### config.mk
export PLATFORM = sky130hd
export DESIGN_NAME = relu_stream_ctrl
export DESIGN_NICKNAME = d
export VERILOG_FILES = /design/src/rtl/relu_stream_ctrl.sv
export SDC_FILE = /design/constraint.sdc
export NUM_CORES = 1
export LEC_CHECK = 0
export ABC_AREA = 1
export CORE_AREA = 10 10 239 241
export DETAILED_ROUTE_END_ITERATION = 12
export DIE_AREA = 0 0 249 251
export PLACE_DENSITY_LB_ADDON = 0.2
export SLEW_MARGIN = 10
export SYNTH_ARGS = -nofsm -noshare
export SYNTH_HDL_FRONTEND = slang
export SYNTH_SLANG_ARGS = --single-unit
### constraint.sdc
create_clock -name clk -period 2.2 [get_ports clk]
set_input_delay 0.66 -clock clk [delete_from_list [all_inputs] [get_ports clk]]
set_output_delay 0.66 -clock clk [all_outputs]
set_load 0.05 [all_outputs]
### src/rtl/relu_stream_ctrl.sv
// Job sequencer for the ReLU vector stage: source-read address generation,
// read/ReLU latency tag pipeline, lane masking, pause and completion.
`timescale 1ns/1ps
module relu_stream_ctrl #(
  parameter int unsigned BUS_NUM          = 16,
  parameter int unsigned FIXED_DATA_WIDTH = 8,
  parameter int unsigned ADDR_WIDTH       = 10,
  parameter int unsigned LEN_WIDTH        = 11
) (
  input  logic                                  clk,
  input  logic                                  rst_n,
  input  logic                                  start,
  input  logic [ADDR_WIDTH-1:0]                 cfg_src_base,
  input  logic [ADDR_WIDTH-1:0]                 cfg_dst_base,
  input  logic [LEN_WIDTH-1:0]                  cfg_len,
  input  logic [BUS_NUM-1:0]                    cfg_lane_mask,
  input  logic                                  pause,
  output logic                                  busy,
  output logic                                  done,
  output logic                                  src_ren,
  output logic [ADDR_WIDTH-1:0]                 src_raddr,
  input  logic [BUS_NUM*FIXED_DATA_WIDTH-1:0]   src_rdata,
  output logic [BUS_NUM*FIXED_DATA_WIDTH-1:0]   relu_in_data,
  output logic [BUS_NUM-1:0]                    relu_in_vld,
  input  logic [BUS_NUM*FIXED_DATA_WIDTH-1:0]   relu_out_data,
  input  logic [BUS_NUM-1:0]                    relu_out_vld,
  output logic                                  dst_wen,
  output logic [ADDR_WIDTH-1:0]                 dst_waddr,
  output logic [BUS_NUM*FIXED_DATA_WIDTH-1:0]   dst_wdata,
  output logic [BUS_NUM-1:0]                    dst_wmask
);

  localparam int unsigned DATA_W = BUS_NUM * FIXED_DATA_WIDTH;

  typedef enum logic [1:0] {
    S_IDLE  = 2'd0,
    S_RUN   = 2'd1,
    S_DRAIN = 2'd2,
    S_DONE  = 2'd3
  } state_t;

  state_t                r_state;
  logic                  r_busy;
  logic                  r_done;
  logic [ADDR_WIDTH-1:0] r_rptr;
  logic [ADDR_WIDTH-1:0] r_wptr;
  logic [LEN_WIDTH-1:0]  r_len;
  logic [LEN_WIDTH-1:0]  r_icnt;
  logic [LEN_WIDTH-1:0]  r_wcnt;
  logic [BUS_NUM-1:0]    r_mask;
  logic                  r_s1_vld;
  logic                  r_s2_vld;
  logic [DATA_W-1:0]     r_hold;

  logic w_launch;
  logic w_issue;
  logic w_write;
  logic w_last_issue;
  logic w_last_write;

  assign w_launch     = (r_state == S_IDLE) && start;
  assign w_issue      = (r_state == S_RUN) && !pause && (r_icnt != r_len);
  assign w_write      = r_s2_vld;
  assign w_last_issue = w_issue && ((r_icnt + LEN_WIDTH'(1)) == r_len);
  assign w_last_write = w_write && ((r_wcnt + LEN_WIDTH'(1)) == r_len);

  // Control FSM with registered busy/done
  always_ff @(posedge clk or negedge rst_n) begin
    if (!rst_n) begin
      r_state <= S_IDLE;
      r_busy  <= 1'b0;
      r_done  <= 1'b0;
    end else begin
      case (r_state)
        S_IDLE: begin
          r_done <= 1'b0;
          if (start) begin
            if (cfg_len == '0) begin
              r_state <= S_DONE;
              r_done  <= 1'b1;
              r_busy  <= 1'b0;
            end else begin
              r_state <= S_RUN;
              r_busy  <= 1'b1;
            end
          end
        end
        S_RUN: begin
          if (w_last_issue) begin
            r_state <= S_DRAIN;
          end
        end
        S_DRAIN: begin
          if (w_last_write) begin
            r_state <= S_DONE;
            r_busy  <= 1'b0;
            r_done  <= 1'b1;
          end
        end
        S_DONE: begin
          r_state <= S_IDLE;
          r_done  <= 1'b0;
        end
        default: begin
          r_state <= S_IDLE;
          r_busy  <= 1'b0;
          r_done  <= 1'b0;
        end
      endcase
    end
  end

  // Job descriptor, pointers and counters
  always_ff @(posedge clk or negedge rst_n) begin
    if (!rst_n) begin
      r_len  <= '0;
      r_mask <= '0;
      r_rptr <= '0;
      r_wptr <= '0;
      r_icnt <= '0;
      r_wcnt <= '0;
    end else if (w_launch) begin
      r_len  <= cfg_len;
      r_mask <= cfg_lane_mask;
      r_rptr <= cfg_src_base;
      r_wptr <= cfg_dst_base;
      r_icnt <= '0;
      r_wcnt <= '0;
    end else begin
      if (w_issue) begin
        r_rptr <= r_rptr + ADDR_WIDTH'(1);
        r_icnt <= r_icnt + LEN_WIDTH'(1);
      end
      if (w_write) begin
        r_wptr <= r_wptr + ADDR_WIDTH'(1);
        r_wcnt <= r_wcnt + LEN_WIDTH'(1);
      end
    end
  end

  // Tag pipeline tracking SRAM read latency then ReLU latency
  always_ff @(posedge clk or negedge rst_n) begin
    if (!rst_n) begin
      r_s1_vld <= 1'b0;
      r_s2_vld <= 1'b0;
      r_hold   <= '0;
    end else begin
      r_s1_vld <= w_issue;
      r_s2_vld <= r_s1_vld;
      if (r_s1_vld) begin
        r_hold <= src_rdata;
      end
    end
  end

  assign busy         = r_busy;
  assign done         = r_done;
  assign src_ren      = w_issue;
  assign src_raddr    = r_rptr;
  // Read data arrives one cycle after src_ren; hold it across idle cycles
  assign relu_in_data = r_s1_vld ? src_rdata : r_hold;
  assign relu_in_vld  = r_s1_vld ? r_mask : '0;
  assign dst_wen      = w_write;
  assign dst_waddr    = r_wptr;
  assign dst_wdata    = w_write ? relu_out_data : '0;
  assign dst_wmask    = w_write ? relu_out_vld : '0;

endmodule

==> impl_metrics.py <==
metrics = {
    "final_layout": {
        "layout.cells.non_filler": 2608,
        "drive_gt1_share_pct": 47.3,
        "finalNetCount": 2228,
        "area_delta_synth_final_pct": 125,
    },
    "worst_setup_path": {
        "cp-end-kind": "primary output",
        "cpPeakStageDelay_ns": 0.49,
        "worstPathMaxFanout": 7,
        "required_ns": 1.54,
        "r2r-start": "r_wcnt[1]$_DFFE_PN0P_",
        "start_kind": "flip-flop",
        "worst-setup-path-type": "flip-flop to primary output",
        "crit_slowest_cell": "dfrtp_4",
        "startpoint": "r_s1_vld$_DFF_PN0_",
        "crit_chain": "buf_12, buf_12, clkbuf_16, mux2_2, buf_12",
        "crit_top_cell": "buf_12",
        "critPathArrivalTime_ns": 1.96,
    },
    "route": {
        "via_per_inst": 4.13,
        "drtAntennaViolNets": 0,
        "first_pass_iters": 5,
        "wire_per_inst_um": 21.5,
        "drt_first_iter_violations": 412,
        "drc": 0,
        "routed-via-count": 10800,
        "routed_wl_mm": 56.2,
    },
    "floorplan": {
        "core-area_um2": 52200,
        "ios": 635,
        "die_area_um2": 62500,
        "start_util_pct": 19.8,
        "fp.dieH_um": 251,
        "rows": 84,
        "die_w_um": 249,
    },
    "clocking": {
        "ctsHoldBuffers": 0,
        "cts.sinks": 203,
        "cts.clk_slew.worst_paths_ns": 0.05,
        "clock-root-buffer": "clkbuf_16",
        "clk_path_buf_depth": 3,
        "cts_tree": "done",
        "cts_made_buffers": 28,
        "clock_latency_ns": 0.57,
        "htree_levels": 1,
    },
    "timing": {
        "finalSetupTns_ns": -87.54,
        "relSlewSlack_pct": 67.2,
        "final_max_slew_viol_count": 0,
        "worst_slack_ns": -0.419,
        "tightest_slew_ns": 0.492,
        "skew_ns": 0.0238,
        "period_share_pct": 119,
        "setup_viol_count_final": 290,
        "hold_viol_final": 0,
        "rsz0062_at_grt": "yes",
        "clock.fmax_mhz": 382,
        "min_period_ns": 2.62,
    },
    "synth": {
        "netlist_instances": 1189,
        "yosysWarnings": 0,
        "yosys.cell_types.count": 40,
        "netlist_area_um2": 10300,
        "synthesis.nets": 1519,
        "ys_seq_area_share_pct": 49.2,
        "syn_avg_cell_area_um2": 8.69,
        "ys_seq_elements": 203,
    },
    "placement": {
        "pre_cts_ws_ns": -0.0517,
        "placed_cells": 2508,
        "dpl.hpwl_mm": 44.3,
        "gp_congestion": 0.868,
        "port_buffers": 634,
    },
    "global_route": {
        "antenna_found_initial": 8,
        "grt_max_degree": 53,
        "grt_pass1_vias": 11500,
        "grt_overflow": 0,
        "grt_use_total_pct": 16.9,
        "grt_pass1_wl_mm": 79.8,
    },
    "power": {
        "combPwrFrac_pct": 68.7,
        "swShare_pct": 48.0,
        "p_total_mw": 33.9,
        "power_frac_seq_pct": 18.5,
        "power_frac_clock_pct": 12.8,
        "p_switching_mw": 16.3,
        "ir_drop_mv": 1.44,
        "leakage_nw": 10.1,
        "p_int_mw": 17.7,
        "powerDensity_nw_per_um2": 1460,
    },
    "outcome": {
        "status": "complete, but fails checks",
        "violations": "setup timing",
    },
    "flow_run": {
        "cap_violations": 0,
    },
    "min_path": {
        "min_path_type": "primary input to async pin",
    },
}
## repair_timing
item,4_1_cts,5_1_grt
pin swaps,4,3
setup endpoints to repair,287,294
buffers inserted,21,7
gates cloned,14,9
gates resized for setup,193,172
## metrics by stage
step | util [%] | area, um^2 | hold slack [ns]
2_1_floorplan | - | 10900 | 0.352
3_3_place_gp | 38.8 | 20300 | 0.463
3_5_place_dp | 38.8 | 20300 | 0.466
4_1_cts | 42.8 | 22400 | 0.0680
5_1_grt | 44.4 | 23200 | 0.0760
6_report | 44.4 | 23200 | 0.0627
## cell usage in the layout, fill, tap and decap left out, drive strengths merged, types with 3 or more instances in the layout
master	instances
clkbuf	53
o21ai	30
nor3	6
clkinvlp	151
clkinv	5
or2	3
clkdlybuf4s50	321
nor2	51
mux2	128
o22ai	17
xor2	16
nand3	51
xnor2	6
ha	7
dfrtp	203
nand4	12
nand2	356
inv	79
a21oi	16
buf	395
## synthesized netlist by cell type (all sizes together)
cell,number,share of area (%)
a21oi,16,0.78
a31oi,2,0.12
and2,2,0.12
buf,10,0.65
clkbuf,36,1.3
dfrtp,203,49
ha,7,0.85
inv,228,8.3
mux2,128,14
nand2,356,13
nand2b,1,0.061
nand3,51,2.6
nand4,12,0.73
nor2,51,2.4
nor3,6,0.29
nor3b,1,0.073
nor4,2,0.12
o211ai,1,0.073
o21ai,30,1.5
o21bai,1,0.073
o221ai,1,0.085
o22ai,17,1.2
o31ai,1,0.073
or2,3,0.18
xnor2,6,0.65
xnor3,1,0.22
xor2,16,1.4
## cell type report
cell class / count / area [um^2]
antenna: 1 / 2.50
clock buffer: 44 / 821
clock inverter: 7 / 73.8
fill: 4871 / 29000
inverter: 228 / 1420
multi-input combinational: 712 / 5170
sequential: 203 / 5090
tap: 688 / 861
timing repair buffer: 725 / 9760
## power by group through the flow
stage                     Combinational [mW]  Sequential (mW)  Clock, mW
after global placement                  21.0             6.32          0
after CTS                               22.9             6.26       4.51
after global routing                    24.4             6.45       4.67
final                                   23.3             6.26       4.36
after detailed placement                21.1             6.38          0
after floorplan                         11.4             6.73          0
## routing by layer
| layer | vias up | track usage (%) | wire length [um] |
|---|---|---|---|
| met2 | 394 | 30.1 | 29100 |
| li1 | 5098 | - | - |
| met4 | 12 | 3.90 | 1210 |
| met1 | 5181 | 18.4 | 20800 |
| met3 | 74 | 6.78 | 4990 |
| met5 | - | 0 | 79 |
## final timing paths
kind                                        endpoint  slack, ns  cells after the start
worst max register to register      busy$_DFFE_PN0P_       0.14                     14
worst max-delay path               relu_in_data[107]      -0.42                      5
max in group asynchronous       r_len[5]$_DFFE_PN0P_       1.51                      2
worst min-delay path            r_hold[52]$_DFF_PN0_       0.06                      1
worst min register to register      done$_DFFE_PN0P_       0.48                      2
min in group clk                    done$_DFFE_PN0P_       0.48                      2
## worst max-delay path, delay by kind of cell, from the launching register on
family | cells | cell delay (ns)
buffers and inverters | 4 | 0.61
muxes | 1 | 0.31
DFF | 1 | 0.49
## logic make-up (layout without fill, tap and decap cells)
family	Yosys count	in the layout	synth area share, %
AOI/OAI and AO/OA	69	69	3.86
buffers and inverters	274	1004	10.3
other	0	1	0
and+or+nand+nor	485	485	19.7
xor gates and xnor gates	23	23	2.23
DFF	203	203	49.2
adders and majority gates	7	7	0.848
muxes	128	128	14.0
## state kept, by name, indices dropped and copies added, names as in the netlist
| name | flops |
|---|---|
| busy | 1 |
| done | 1 |
| dst_waddr | 10 |
| dst_wen | 1 |
| r_hold | 128 |
| r_icnt | 11 |
| r_len | 11 |
| r_mask | 16 |
| r_s1_vld | 1 |
| r_state | 2 |
| r_wcnt | 11 |
| src_raddr | 10 |
Note: power is estimated with default switching activity, not from simulation.
